<file path="src/rtl/mips_pkg.sv">
// Shared constants and the ID/EX record for the MIPS pipeline.
// Holds ALU control codes, ALUOp/funct encodings and id_ctrl bit positions.
package mips_pkg;

  localparam logic [2:0] ALU_ADD = 3'b010;
  localparam logic [2:0] ALU_SUB = 3'b110;
  localparam logic [2:0] ALU_AND = 3'b000;
  localparam logic [2:0] ALU_OR  = 3'b001;
  localparam logic [2:0] ALU_SLT = 3'b111;
  localparam logic [2:0] ALU_SRL = 3'b100;

  localparam logic [1:0] ALUOP_ADD = 2'b00;
  localparam logic [1:0] ALUOP_SUB = 2'b01;
  localparam int         ALUOP_RTYPE_BIT = 1;

  localparam logic [5:0] FUNCT_ADD = 6'b100000;
  localparam logic [5:0] FUNCT_SUB = 6'b100010;
  localparam logic [5:0] FUNCT_AND = 6'b100100;
  localparam logic [5:0] FUNCT_OR  = 6'b100101;
  localparam logic [5:0] FUNCT_SLT = 6'b101010;
  localparam logic [5:0] FUNCT_SRL = 6'b000010;

  localparam int CTRL_REGWRITE = 8;
  localparam int CTRL_MEMTOREG = 7;
  localparam int CTRL_MEMREAD  = 6;
  localparam int CTRL_MEMWRITE = 5;
  localparam int CTRL_REGDST   = 4;
  localparam int CTRL_ALUSRC   = 3;
  localparam int CTRL_SHIFT    = 2;
  localparam int CTRL_ALUOP_HI = 1;
  localparam int CTRL_ALUOP_LO = 0;

  typedef struct packed {
    logic        regwrite;
    logic        memtoreg;
    logic        memread;
    logic        memwrite;
    logic        regdst;
    logic        alusrc;
    logic        shift;
    logic [1:0]  aluop;
    logic [31:0] rs_data;
    logic [31:0] rt_data;
    logic [31:0] imm;
    logic [4:0]  rs;
    logic [4:0]  rt;
    logic [4:0]  rd;
    logic [4:0]  shamt;
    logic [5:0]  funct;
  } idex_t;

  // EX/MEM wins over MEM/WB; r0 is hardwired zero so it is never a forwarding target.
  function automatic logic [31:0] forward(
    input logic [4:0]  src,
    input logic [31:0] regval,
    input logic        exm_regwrite,
    input logic [4:0]  exm_rd,
    input logic [31:0] exm_result,
    input logic        wb_regwrite,
    input logic [4:0]  wb_rd,
    input logic [31:0] wb_data
  );
    if (exm_regwrite && exm_rd != 5'd0 && exm_rd == src)
      return exm_result;
    else if (wb_regwrite && wb_rd != 5'd0 && wb_rd == src)
      return wb_data;
    else
      return regval;
  endfunction

endpackage

</file>
<file path="src/rtl/alu_control.sv">
// Combinational ALU control decoder: (aluop, funct) -> 3-bit ALU code.
// Unknown R-type funct falls back to add and raises an unqualified illegal flag.
module alu_control
  import mips_pkg::*;
(
  input  logic [1:0] aluop,
  input  logic [5:0] funct,
  output logic [2:0] ctl,
  output logic       illegal
);

  always_comb begin
    ctl     = ALU_ADD;
    illegal = 1'b0;
    if (aluop[ALUOP_RTYPE_BIT]) begin
      case (funct)
        FUNCT_ADD: ctl = ALU_ADD;
        FUNCT_SUB: ctl = ALU_SUB;
        FUNCT_AND: ctl = ALU_AND;
        FUNCT_OR:  ctl = ALU_OR;
        FUNCT_SLT: ctl = ALU_SLT;
        FUNCT_SRL: ctl = ALU_SRL;
        default:   illegal = 1'b1;
      endcase
    end else if (aluop == ALUOP_SUB) begin
      ctl = ALU_SUB;
    end else if (aluop == ALUOP_ADD) begin
      ctl = ALU_ADD;
    end
  end

endmodule

</file>
<file path="src/rtl/idex_stage.sv">
// ID/EX pipeline register with forwarding, load-use detection and ALU control.
// Everything downstream of the register is combinational within the EX cycle.
module idex_stage
  import mips_pkg::*;
(
  input  logic        clk,
  input  logic        reset,
  input  logic [31:0] id_rs_data,
  input  logic [31:0] id_rt_data,
  input  logic [31:0] id_imm,
  input  logic [4:0]  id_rs,
  input  logic [4:0]  id_rt,
  input  logic [4:0]  id_rd,
  input  logic [4:0]  id_shamt,
  input  logic [5:0]  id_funct,
  input  logic [8:0]  id_ctrl,
  input  logic        flush,
  input  logic        exm_regwrite,
  input  logic [4:0]  exm_rd,
  input  logic [31:0] exm_result,
  input  logic        wb_regwrite,
  input  logic [4:0]  wb_rd,
  input  logic [31:0] wb_data,
  output logic        stall,
  output logic [31:0] alu_a,
  output logic [31:0] alu_b,
  output logic        aluop0,
  output logic        aluop1,
  output logic        aluop2,
  output logic [31:0] ex_store_data,
  output logic [4:0]  ex_wreg,
  output logic [3:0]  ex_ctrl,
  output logic        illegal
);

  idex_t       q;
  idex_t       d;
  logic        bubble;
  logic [31:0] fwd_rs;
  logic [31:0] fwd_rt;
  logic [2:0]  ctl;
  logic        illegal_raw;

  assign stall  = q.memread && (q.rt != 5'd0) && ((q.rt == id_rs) || (q.rt == id_rt));
  assign bubble = stall || flush;

  // A bubble only needs its state-changing controls killed; data rides along harmlessly.
  always_comb begin
    d          = '0;
    d.regwrite = id_ctrl[CTRL_REGWRITE] && !bubble;
    d.memtoreg = id_ctrl[CTRL_MEMTOREG];
    d.memread  = id_ctrl[CTRL_MEMREAD] && !bubble;
    d.memwrite = id_ctrl[CTRL_MEMWRITE] && !bubble;
    d.regdst   = id_ctrl[CTRL_REGDST];
    d.alusrc   = id_ctrl[CTRL_ALUSRC];
    d.shift    = id_ctrl[CTRL_SHIFT];
    d.aluop    = id_ctrl[CTRL_ALUOP_HI:CTRL_ALUOP_LO];
    d.rs_data  = id_rs_data;
    d.rt_data  = id_rt_data;
    d.imm      = id_imm;
    d.rs       = id_rs;
    d.rt       = id_rt;
    d.rd       = id_rd;
    d.shamt    = id_shamt;
    d.funct    = id_funct;
  end

  always_ff @(posedge clk or posedge reset) begin
    if (reset)
      q <= '0;
    else
      q <= d;
  end

  assign fwd_rs = forward(q.rs, q.rs_data, exm_regwrite, exm_rd, exm_result,
                          wb_regwrite, wb_rd, wb_data);
  assign fwd_rt = forward(q.rt, q.rt_data, exm_regwrite, exm_rd, exm_result,
                          wb_regwrite, wb_rd, wb_data);

  assign alu_a         = q.shift ? fwd_rt : fwd_rs;
  assign alu_b         = q.shift ? {27'b0, q.shamt} : (q.alusrc ? q.imm : fwd_rt);
  assign ex_store_data = fwd_rt;
  assign ex_wreg       = q.regdst ? q.rd : q.rt;
  assign ex_ctrl       = {q.regwrite, q.memtoreg, q.memread, q.memwrite};

  alu_control u_alu_control (
    .aluop   (q.aluop),
    .funct   (q.funct),
    .ctl     (ctl),
    .illegal (illegal_raw)
  );

  assign {aluop0, aluop1, aluop2} = ctl;
  assign illegal = illegal_raw && q.regwrite;

endmodule
</file>
<file path="config.mk">
export PLATFORM = sky130hd
export DESIGN_NAME = idex_stage
export DESIGN_NICKNAME = d
export VERILOG_FILES = /design/src/rtl/mips_pkg.sv /design/src/rtl/alu_control.sv /design/src/rtl/idex_stage.sv
export SDC_FILE = /design/constraint.sdc
export NUM_CORES = 1
export LEC_CHECK = 0
export BUFFER_PORTS_ARGS = -buffer_cell sky130_fd_sc_hd__buf_2
export CAP_MARGIN = 5
export CORE_AREA = 2 2 123 125
export DETAILED_ROUTE_END_ITERATION = 10
export DIE_AREA = 0 0 125 127
export PLACE_DENSITY = 0.79
export RECOVER_POWER = 50
export SKIP_LAST_GASP = 1
export SYNTH_ARGS = -nofsm -noshare
export SYNTH_HDL_FRONTEND = slang
export SYNTH_SLANG_ARGS = --single-unit
</file>
<file path="constraint.sdc">
create_clock -name clk -period 5.5 [get_ports clk]
set_input_delay 1.1 -clock clk [delete_from_list [all_inputs] [get_ports clk]]
set_output_delay 1.1 -clock clk [all_outputs]
set_load 0.01 [all_outputs]
</file>
==> impl_metrics.env <==
export IMPL_wl_met2_mm=11.5
export IMPL_switching_power_mw=0.722
export IMPL_rsz0062_at_grt="false"
export IMPL_postCtsSetupRepairBufs=0
export IMPL_p_sw_share_pct=26.9
export IMPL_routed_wl_mm=22.6
export IMPL_core_um2=14400
export IMPL_dpl_worst_slack_ps=915
export IMPL_cap_violations=1
export IMPL_synth_seq_cells=131
export IMPL_critPathCaptureType="output port"
export IMPL_grt_pass1_wl_mm=35.4
export IMPL_syn_area_um2=6670
export IMPL_grt_max_degree=74
export IMPL_synth_area_leaders="dfrtp_1, nor2_1, a211oi_2, o21ai_0, o31a_1"
export IMPL_ir_drop_uv=309
export IMPL_cp_data_arrival_time_ps=3520
export IMPL_antenna_found_initial=0
export IMPL_fin_nets=1166
export IMPL_async_reset_ff_share_pct=100
export IMPL_worst_r2r_setup_slack_ps=4020
export IMPL_failed_checks="max-capacitance violations, max-slew violations"
export IMPL_cp_max_fo=28
export IMPL_cp_required_ps=4400
export IMPL_cts_root_buffer="clkbuf_16"
export IMPL_rr_worst_depth=5
export IMPL_syn_to_final_growth_pct=35.1
export IMPL_tns_ps=0
export IMPL_max_freq_mhz=217
export IMPL_routed_via_density=5.72
export IMPL_hp_start="ex_ctrl[1]"
export IMPL_detail_route_antenna_nets=0
export IMPL_crit_type="primary input to output port"
export IMPL_cts_path_max_buffers=2
export IMPL_grt_pass1_vias=6819
export IMPL_synth_ff_type="dfrtp_1"
export IMPL_cts_tree="built"
export IMPL_grt_ovfl_total=0
export IMPL_slew_viol_final=59
export IMPL_portBuffers=319
export IMPL_synth_edff_count=0
export IMPL_setup_slack_ps=884
export IMPL_synth_top_area_share_pct=49.2
export IMPL_wl_met3_mm=1.95
export IMPL_first_iter_violations=420
export IMPL_die_h_um=127
export IMPL_num_rows=44
export IMPL_yosysSeqAreaShare_pct=49.2
export IMPL_wl_per_cell_um=19.6
export IMPL_rr_endpoint="ex_ctrl[1]"
export IMPL_period_needed_ps=4620
export IMPL_place_gp_congestion=0.872
export IMPL_dp_hpwl_mm=16.0
export IMPL_whs_path_depth=2
export IMPL_p_comb_share_pct=16.4
export IMPL_antenna_cells=0
export IMPL_utilization_pct=62.5
export IMPL_status="complete, but fails checks"
export IMPL_die_area_um2=15900
export IMPL_hold_viol=0
export IMPL_hp_class="flop to flop"
export IMPL_period_share_pct=83.9
export IMPL_gr_usage_all_layers_pct=28.2
export IMPL_finalSetupViolations=0
export IMPL_dr_max_layer_used="met4"
export IMPL_vias=6598
export IMPL_intPower_mw=1.97
export IMPL_syn_inst=665
export IMPL_r2r_start="q[16]"
export IMPL_layout_drive_gt1_share_pct=41.6
export IMPL_fin_skew_ps=0.819
export IMPL_hold_path_endpoint="ex_ctrl[3]"
export IMPL_cts_hold_buf=0
export IMPL_worstSetupStartpointType="primary input"
export IMPL_tightest_slew_ps=2670
export IMPL_path_clk_slew_ps=60
export IMPL_die_w_um=125
export IMPL_slew_headroom_pct=-78.8
export IMPL_yosys_warnings=0
export IMPL_seqPwrFrac_pct=38.6
export IMPL_syn_area_per_cell_um2=10.0
export IMPL_wl_met1_mm=8.46
export IMPL_powerDensity_nw_per_um2=299
export IMPL_p_leak_nw=4.30
export IMPL_htree_levels=4
export IMPL_cts_resized=0
export IMPL_cts_buffers=17
export IMPL_yosys_area_top_type="dfrtp_1"
export IMPL_drt_pass1_iter_count=7
export IMPL_ys_types=45
export IMPL_syn_nets=875
export IMPL_cts_num_sinks=131
export IMPL_drcViolationCount=0
export IMPL_clkPwrFrac_pct=45.0
export IMPL_worstSkewPairLatency_ps=410
export IMPL_initial_core_util_pct=46.2
export IMPL_io_pins=320
## worst max-delay path by stage
| stage | endpoint | slack (ps) | startpoint |
|---|---|---|---|
| global placement | alu_b[0] | 980 | wb_rd[4] |
| finish | alu_a[0] | 880 | exm_rd[1] |
| floorplan | ex_ctrl[0] | 900 | reset |
| detailed placement | alu_a[1] | 920 | exm_rd[1] |
| CTS | alu_a[1] | 860 | exm_rd[1] |
| global route | alu_b[17] | 710 | wb_rd[4] |
## sequential cells by signal, indices dropped and copies added, names as in the netlist
| register | cells |
|---|---|
| ex_ctrl | 4 |
| q | 127 |
## critical path, stage by stage
cell and delay, ps:
buf_2 120, or4_1 610, o211ai_1 310, or2_2 620, buf_12 270, o211a_1 160
o32ai_1 110, buf_2 190
## cell type report
type,count,area (um^2)
inverter,37,140
timing repair buffer,334,1730
clock buffer,18,429
multi-input combinational,435,2990
clock inverter,14,201
sequential,131,3280
tap,184,230
fill,1232,5420
## cells in the mapped netlist (2+ instances only)
master and count:
mux2_2 5, nand2_1 31, o32ai_1 31, buf_2 16, nand4_1 4, dfrtp_1 131
buf_4 12, or2_2 3, nor3_1 10, o31ai_1 31, xnor2_1 30, o211a_1 24
o211ai_1 3, o211ai_2 2, o31a_1 31, and2_1 4, a211oi_2 28, o21ai_0 57
nor2_1 99, nand3_1 3, inv_1 37, clkbuf_1 32, a22oi_1 6, or4_1 2
a32oi_1 2, a211oi_1 11, clkbuf_2 2
## routing by layer
layer  global-route usage [%]  up-vias
met5                        0        -
met4                     12.2        0
met3                     7.66       52
met2                     49.5      371
met1                     32.7     3180
li1                         -     2995
## placed cells by master, fill, tap and decap left out, types with 5 or more instances in the layout
| master | instances |
|---|---|
| buf_2 | 309 |
| dfrtp_1 | 130 |
| nor2_1 | 98 |
| o21ai_0 | 57 |
| inv_1 | 36 |
| o31a_1 | 31 |
| o32ai_1 | 31 |
| o31ai_1 | 31 |
| nand2_1 | 30 |
| xnor2_1 | 30 |
| a211oi_2 | 28 |
| o211a_1 | 24 |
| clkbuf_16 | 17 |
| buf_4 | 12 |
| a211oi_1 | 11 |
| clkbuf_1 | 11 |
| nor3_1 | 10 |
| a22oi_1 | 6 |
| mux2_2 | 5 |
## stage by stage
stage	cells	hold slack, ps	power (mW)	cell area, um^2
final	1153	691	2.69	9010
after CTS	1153	683	2.71	9020
after global placement	1121	656	1.49	8390
after detailed placement	1121	656	1.50	8390
after floorplan	665	597	1.28	6670
after global routing	1153	730	2.80	9010
## cells by family (layout without fill, tap and decap cells)
logic type               Yosys count  in the layout  synth area share, %
AO/OA/AOI/OAI                    233            233                 28.6
adder cells (fa/ha/maj)            1              1                0.150
multiplexers                       5              5                0.845
buffers and inverters             99            403                 6.59
flip-flops                       131            131                 49.2
AND/OR/NAND/NOR                  166            166                 10.7
XOR/XNOR                          30             30                 3.94
## power by group through the flow
stage	sequential, mW	combinational [mW]	clock (mW)
after global placement	1.05	0.434	0
final	1.04	0.442	1.21
after detailed placement	1.05	0.442	0
after floorplan	1.04	0.240	0
after global routing	1.04	0.482	1.28
after CTS	1.04	0.446	1.23
Note: power is estimated with default switching activity, not from simulation.
